$ cat config.mk
export PLATFORM = sky130hd
export DESIGN_NAME = vga_frame_monitor
export DESIGN_NICKNAME = d
export VERILOG_FILES = /design/src/rtl/vga_frame_monitor.sv
export SDC_FILE = /design/constraint.sdc
export NUM_CORES = 1
export LEC_CHECK = 0
export CAP_MARGIN = 20
export CORE_MARGIN = 8
export CORE_UTILIZATION = 56
export CTS_CLUSTER_SIZE = 12
export DETAILED_ROUTE_END_ITERATION = 8
export GPL_TIMING_DRIVEN = 1
export PLACE_DENSITY = 0.9
export SLEW_MARGIN = 20
export SYNTH_ARGS = -nofsm -noshare
export SYNTH_HDL_FRONTEND = slang
export SYNTH_SLANG_ARGS = --single-unit
$ cat constraint.sdc
create_clock -name clk -period 4.1 [get_ports clk]
set_clock_uncertainty 0.1 [all_clocks]
set_input_delay 0.41 -clock clk [delete_from_list [all_inputs] [get_ports clk]]
set_output_delay 0.41 -clock clk [all_outputs]
set_load 0.05 [all_outputs]
$ cat src/rtl/vga_frame_monitor.sv
// vga_frame_monitor: samples VGA export pins and publishes per-frame timing, checksum and error flags
module vga_frame_monitor #(
    parameter int H_ACTIVE = 640,
    parameter int V_ACTIVE = 480,
    parameter int H_TOTAL  = 800,
    parameter int CW       = 12
) (
    input  logic          clk,
    input  logic          reset,
    input  logic          pix_en,
    input  logic          vga_hs,
    input  logic          vga_vs,
    input  logic          vga_blank_n,
    input  logic [7:0]    vga_r,
    input  logic [7:0]    vga_g,
    input  logic [7:0]    vga_b,
    output logic          frame_done,
    output logic [15:0]   frame_cnt,
    output logic [CW-1:0] htot_meas,
    output logic [CW-1:0] hact_meas,
    output logic [CW-1:0] vact_meas,
    output logic [31:0]   checksum,
    output logic          err_hact,
    output logic          err_vact,
    output logic          err_htot,
    output logic          locked
);
    localparam logic [CW-1:0] HA   = CW'(H_ACTIVE);
    localparam logic [CW-1:0] VA   = CW'(V_ACTIVE);
    localparam logic [CW-1:0] HT   = CW'(H_TOTAL);
    localparam logic [CW-1:0] CMAX = '1;
    typedef enum logic {SEEK, FRAME} state_t;
    state_t state, state_nx;
    logic s1_hs, s1_vs, s1_bl, s2_hs, s2_vs, v1;
    logic [23:0] s1_rgb;
    logic [CW-1:0] h_cnt, a_cnt, lines, htot_sh, hact_sh;
    logic [CW-1:0] nx_lines, nx_htot, nx_hact;
    logic [31:0] acc, pix;
    logic e_hact, e_htot, first;
    logic hs_fall, vs_fall, close, chk, nx_ehact, nx_ehtot, nx_evact, publish, restart;
    logic [1:0] good, nx_good;

    // capture pins on pix_en; v1 marks the following clk, where that sample is processed
    always_ff @(posedge clk) begin
        if (reset) begin
            s1_hs  <= 1'b1;
            s1_vs  <= 1'b1;
            s1_bl  <= 1'b0;
            s1_rgb <= '0;
            s2_hs  <= 1'b1;
            s2_vs  <= 1'b1;
            v1     <= 1'b0;
        end else begin
            v1 <= pix_en;
            if (pix_en) begin
                s1_hs  <= vga_hs;
                s1_vs  <= vga_vs;
                s1_bl  <= vga_blank_n;
                s1_rgb <= {vga_r, vga_g, vga_b};
                s2_hs  <= s1_hs;
                s2_vs  <= s1_vs;
            end
        end
    end

    // edges and the accumulator values after this sample closes any line it ends
    always_comb begin
        hs_fall  = s2_hs & ~s1_hs;
        vs_fall  = s2_vs & ~s1_vs;
        pix      = s1_bl ? {8'd0, s1_rgb} : 32'd0;
        close    = hs_fall && a_cnt != '0;
        chk      = hs_fall && !first;
        nx_lines = (close && lines != CMAX) ? lines + 1'b1 : lines;
        nx_hact  = close ? a_cnt : hact_sh;
        nx_htot  = chk ? h_cnt : htot_sh;
        nx_ehact = e_hact | (close && a_cnt != HA);
        nx_ehtot = e_htot | (chk && h_cnt != HT);
        nx_evact = nx_lines != VA;
        nx_good  = (nx_ehact || nx_ehtot || nx_evact) ? 2'd0 : (good == 2'd2 ? 2'd2 : good + 2'd1);
    end

    // state register
    always_ff @(posedge clk) state <= reset ? SEEK : state_nx;

    // any processed vs edge opens a frame
    always_comb state_nx = (v1 && vs_fall) ? FRAME : state;

    // restart clears frame accumulators; only a vs edge inside FRAME publishes
    always_comb begin
        restart = v1 && vs_fall;
        publish = restart && state == FRAME;
    end

    // line period counter restarts at 1 on every hs edge sample
    always_ff @(posedge clk) begin
        if (reset) h_cnt <= '0;
        else if (v1) h_cnt <= hs_fall ? CW'(1) : (h_cnt == CMAX ? h_cnt : h_cnt + 1'b1);
    end

    // frame accumulators; the edge sample's own pixel belongs to the new line/frame
    always_ff @(posedge clk) begin
        if (reset) begin
            a_cnt   <= '0;
            lines   <= '0;
            acc     <= '0;
            e_hact  <= 1'b0;
            e_htot  <= 1'b0;
            htot_sh <= '0;
            hact_sh <= '0;
            first   <= 1'b1;
        end else if (v1 && (state == FRAME || vs_fall)) begin
            a_cnt   <= (hs_fall || state == SEEK) ? {{(CW-1){1'b0}}, s1_bl} :
                       ((s1_bl && a_cnt != CMAX) ? a_cnt + 1'b1 : a_cnt);
            first   <= vs_fall | (first & ~hs_fall);
            htot_sh <= nx_htot;
            hact_sh <= nx_hact;
            lines   <= restart ? '0 : nx_lines;
            e_hact  <= restart ? 1'b0 : nx_ehact;
            e_htot  <= restart ? 1'b0 : nx_ehtot;
            acc     <= restart ? pix : acc + pix;
        end
    end

    // publish results in the clk after the vs-edge sample
    always_ff @(posedge clk) begin
        if (reset) begin
            frame_done <= 1'b0;
            frame_cnt  <= '0;
            htot_meas  <= '0;
            hact_meas  <= '0;
            vact_meas  <= '0;
            checksum   <= '0;
            err_hact   <= 1'b0;
            err_vact   <= 1'b0;
            err_htot   <= 1'b0;
            locked     <= 1'b0;
            good       <= '0;
        end else begin
            frame_done <= publish;
            if (publish) begin
                frame_cnt <= frame_cnt + 16'd1;
                htot_meas <= nx_htot;
                hact_meas <= nx_hact;
                vact_meas <= nx_lines;
                checksum  <= acc;
                err_hact  <= nx_ehact;
                err_vact  <= nx_evact;
                err_htot  <= nx_ehtot;
                good      <= nx_good;
                locked    <= nx_good == 2'd2;
            end
        end
    end
endmodule

* Yosys cells after proc, flatten, opt, wreduce, memory -nomap -nowiden
Cells that the tools add are included.
** Word-level totals
- Flip-flop bits (word level) :: 217
- Output and inout bits :: 89
- Logic and storage cells :: 85
** Operators by class
- Add/sub/neg operators :: 6
- Reductions and logical operators :: 18
- Bitwise logic cells :: 10
- Muxes and demuxes :: 14
- Equality and inequality tests :: 9
** Operator list (count)
- two-way mux 12 bit :: 8
- adder 12 x 1 -> 12 bit (second input constant) :: 3
- adder 32 x 24 -> 32 bit :: 1
- two-way mux 32 bit :: 1
- two-way mux 24 bit :: 1
- != test 12 x 10 -> 1 bit (second input constant) :: 2
- != test 12 bit (second input constant) :: 2
- adder 16 x 1 -> 16 bit (second input constant) :: 1
- == test 12 bit (second input constant) :: 1
- != test 12 x 9 -> 1 bit (second input constant) :: 1
- nonzero test 12 bit :: 1
- logical AND 1 bit :: 9
- == test 2 bit (second input constant) :: 2
- logical OR 1 bit :: 4
- two-way mux 2 bit :: 2
- NOT 1 bit :: 4
- AND reduction 2 bit :: 2
- AND 1 bit :: 3
- bitwise OR 1 bit :: 3
- adder 2 x 1 -> 2 bit (second input constant) :: 1
- two-way mux 1 bit :: 2
- != test 2 bit (second input constant) :: 1
- nonzero test 2 bit :: 1
- logical NOT 1 bit :: 1

* Depth between registers and ports, before layout
- Depth in word-level cells :: 9
- Mapped depth :: 12
- Gate-level depth less buffers :: 11

* Worst setup path after synthesis
No wires, ideal clock.
- Kind :: register to register
- From :: register s1_bl
- To :: register acc[31]
- Path slack :: 912 ps
- Data arrival time :: 2956 ps
- Required time :: 3868 ps
- Path buffers :: 2
- Stages on the path, launching flop included :: 13
- Cells stage by stage :: dfxtp_1 -> clkbuf_1 -> clkbuf_1 -> and2_1 -> ha_1 -> and4_1 -> and3_1 -> a32oi_2 -> a21oi_2 -> o41a_1 -> o41ai_4 -> or3_1 -> a21oi_1
** On the way
- Longest elaborated chain between the ends :: 3
** RTL lines
- start: declaration :: RTL line 34 : logic s1_hs, s1_vs, s1_bl, s2_hs, s2_vs, v1;
- start signal: assignment :: RTL line 58 : s1_bl <= vga_blank_n;
- two-way mux 24 bit :: RTL line 70 : pix = s1_bl ? {8'd0, s1_rgb} : 32'd0;
- adder 32 x 24 -> 32 bit :: RTL line 120 : acc <= restart ? pix : acc + pix;
- two-way mux 32 bit :: RTL line 120
- end signal: assignment :: RTL line 120
- end: declaration :: RTL line 38 : logic [31:0] acc, pix;
Every way passes these cells.
A chain may end at the register's enable or synchronous reset.

* Worst setup path in the final report
- From :: register s1_bl
- To :: register acc[29]
The elaborated chain is that of the path after synthesis.

==> results_dict.tcl <==
set metrics [dict create \
    start_util_pct 57.08 \
    ys_warn_count 0 \
    cts_sinks 217 \
    first_global_vias 8733 \
    critical_path_class "flop to flop" \
    drt-wirelength-per-cell_um 16.24 \
    gp_congestion 0.9118 \
    ant_nets 0 \
    grt_pass1_wl_um 41660 \
    grt_usage_pct 21.48 \
    rr_endpoint "acc[29]" \
    worstReg2RegStart "s1_bl" \
    power.density_mw_per_mm2 350.6 \
    synthArstFlopShare_pct 0 \
    relSlewSlack_pct 35.41 \
    rows 49 \
    min_from "reset" \
    period_share_pct 87.01 \
    crit_arrival_ns 3.81 \
    antenna_found_initial 1 \
    cp_cell_sequence "buf_4 > and2_1 > ha_1 > and4_1 > and3_1 > a32oi_2 > a21oi_2 > o41a_1 > o41ai_4 > or3_1 > a21oi_1" \
    hold_slack_ns 0.2492 \
    maxSlewViolCount 0 \
    port_buffers 118 \
    max_freq_ghz 0.2803 \
    cap_violations 0 \
    syn-num-nets 1317 \
    vias 9219 \
    ff_latch_area_mm2 0.004344 \
    tightest_slew_ns 0.9688 \
    numCtsBuffers 23 \
    min_path_cells 2 \
    worstSkewPairLatency_ns 0.51 \
    cts_resized 0 \
    crit_required_ns 4.34 \
    area_growth_syn_to_layout_pct 19.12 \
    leakage_nw 4.282 \
    ys.flop_type "dfxtp_1" \
    die_w_um 151.5 \
    cp-start-kind "flop" \
    finalSetupViolations 0 \
    yosysSeqAreaShare_pct 42.22 \
    placedCellCount 1537 \
    final_nets 1395 \
    h-tree-depth 1 \
    fin_setup_tns_ns 0 \
    core_area_mm2 0.01802 \
    holdCritPathClass "input pin to flop" \
    path_max_fanout 16 \
    whs_endpoint "a_cnt[1]" \
    die_area_mm2 0.02297 \
    hold_buffers 0 \
    post_cts.repair.setup_buffers 0 \
    cts_tree "done" \
    syn_inst 1255 \
    avgSynthCellArea_um2 8.198 \
    nFillCells 1429 \
    crit_slowest_cell "dfxtp_1" \
    drive_above_1_share_pct 4.461 \
    grt_setup_unrepaired "false" \
    fp.dieH_um 151.5 \
    post-route-min-period_ns 3.567 \
    vdd_drop_max_uv 337.0 \
    wl_um 25560 \
    ctsRootBufferMaster "clkbuf_16" \
    clockBufferDepth 3 \
    post_synth_num_cell_types 62 \
    ys_ff_latch 217 \
    status "completed" \
    end_kind "flop" \
    multiInputGateArea_mm2 0.005609 \
    drtPass1Iterations 5 \
    drt_drc_violations_left 0 \
    hold_viol_final 0 \
    syn_area_mm2 0.01029 \
    grt_max_degree 80 \
    r2r_slack_ns 0.53 \
    ioPinCount 119 \
    dp_hpwl_um 17520 \
    path_clk_slew_ns 0.06 \
    synth-edff-count 0 \
    grt-ovfl-total 0 \
    fin_cells 1574 \
    reg2regPathDepth 11 \
    viasPerCell 5.857 \
    first_iter_violations 741 \
    n_antenna_cell 0 \
    max_stage_delay_ns 0.59 \
]
[logic make-up (layout without fill, tap and decap cells)]
kind of cell / Yosys count / count (layout) / synth area share, %
and+or+nand+nor: 536 / 536 / 23.59
AOI/OAI and AO/OA: 279 / 279 / 17.85
adders and majority gates: 32 / 32 / 3.964
muxes: 38 / 38 / 3.709
xor gates and xnor gates: 62 / 62 / 5.278
buffers and inverters: 91 / 181 / 3.381
DFF: 217 / 217 / 42.22
[how the worst max path moves through the flow]
stage	from	end	slack, ns	cells after the start
3_3_place_gp	s1_bl	acc[31]	0.72	11
6_report	s1_bl	acc[29]	0.53	11
5_1_grt	s1_bl	acc[29]	0.34	11
3_5_place_dp	s1_bl	acc[31]	0.63	11
2_1_floorplan	s1_bl	acc[31]	0.91	12
4_1_cts	s1_bl	acc[31]	0.57	11
[cell usage after synthesis (all sizes together), types with 7 or more instances]
master | number | area share (%)
xor2 | 28 | 2.4
nand3 | 29 | 1.4
inv | 12 | 0.44
and2 | 31 | 1.9
a21oi | 106 | 5.2
or3 | 19 | 1.2
o21ai | 44 | 2.2
dfxtp | 217 | 42
xnor2 | 34 | 2.9
buf | 15 | 0.61
a21o | 9 | 0.66
and3 | 11 | 0.67
nor2 | 163 | 5.9
o31ai | 7 | 0.51
a311oi | 21 | 1.8
ha | 31 | 3.8
a211oi | 38 | 2.8
nor3 | 22 | 1.1
nor2b | 10 | 0.61
nand2 | 198 | 7.2
nand4 | 21 | 1.3
clkbuf | 64 | 2.3
mux2i | 37 | 3.6
[worst max-delay path, delay by kind of cell, from the launching register on]
family	cells	cell delay, ns
AO/OA/AOI/OAI	5	1.37
flip-flops	1	0.59
adder cells (fa/ha/maj)	1	0.28
buffers and inverters	1	0.28
AND/OR/NAND/NOR	4	0.77
[per-stage QoR]
step                      power (mW)  setup WS [ns]  utilization [%]  instance area [um^2]
after detailed placement       2.389         0.6332            64.15                 11560
after CTS                      4.319         0.5747            67.99                 12260
after floorplan                2.321         0.9119                -                 10290
after global routing           4.439         0.3444            67.99                 12260
after global placement         2.385         0.7178            64.15                 11560
final                          4.297         0.5328            67.99                 12260
[layer usage]
metal / global-route usage [%] / share of wire, % / wire length, um
met5: 0 / 0.051 / 13
met4: 7.251 / 2.6 / 654
met3: 3.089 / 5.4 / 1376
met2: 36.53 / 48 / 12290
met1: 27.44 / 44 / 11220
[power by group]
part	switching [mW]	total, mW	internal (mW)
Combinational	0.111	0.187	0.0757
Sequential	0.0250	2.16	2.13
Clock	0.807	1.95	1.14
[final cells by class]
class / instances / area share (%)
clock buffers: 33 / 5.248
repair buffers: 132 / 10.43
multi-input cells: 947 / 45.77
clock inverters: 4 / 0.3982
flip-flops and latches: 217 / 35.45
well taps: 229 / 2.338
inverters: 12 / 0.3675
[flip-flops by register name (all words and copies together), names as in the netlist, 2 cells and up]
| signal | cells |
|---|---|
| s1_rgb | 24 |
| hact_meas | 12 |
| vact_meas | 12 |
| good | 2 |
| htot_meas | 12 |
| acc | 32 |
| frame_cnt | 16 |
| h_cnt | 12 |
| a_cnt | 12 |
| checksum | 32 |
| lines | 12 |
| hact_sh | 12 |
| htot_sh | 12 |
[layout by cell type, fill, tap and decap left out, types with 4 or more instances in the layout]
master	n
a21oi_1	105
nand3b_1	6
o21ai_0	39
nand2_1	198
mux2i_1	37
o211ai_1	5
and3_1	11
nand2b_1	6
xnor2_1	34
dfxtp_1	217
nor3_1	22
and2_1	31
buf_4	15
o21a_1	5
xor2_1	28
ha_1	31
clkdlybuf4s50_1	116
a311oi_1	21
a222oi_1	6
or4_1	5
o31ai_1	7
nor2b_1	10
clkbuf_1	7
a211oi_1	38
nand4_1	21
nor2_1	163
clkbuf_16	23
a21o_1	9
a211o_1	4
inv_1	12
or3_1	19
nand3_1	29
a31oi_1	6
No activity file was read; power rests on OpenSTA's default activity.
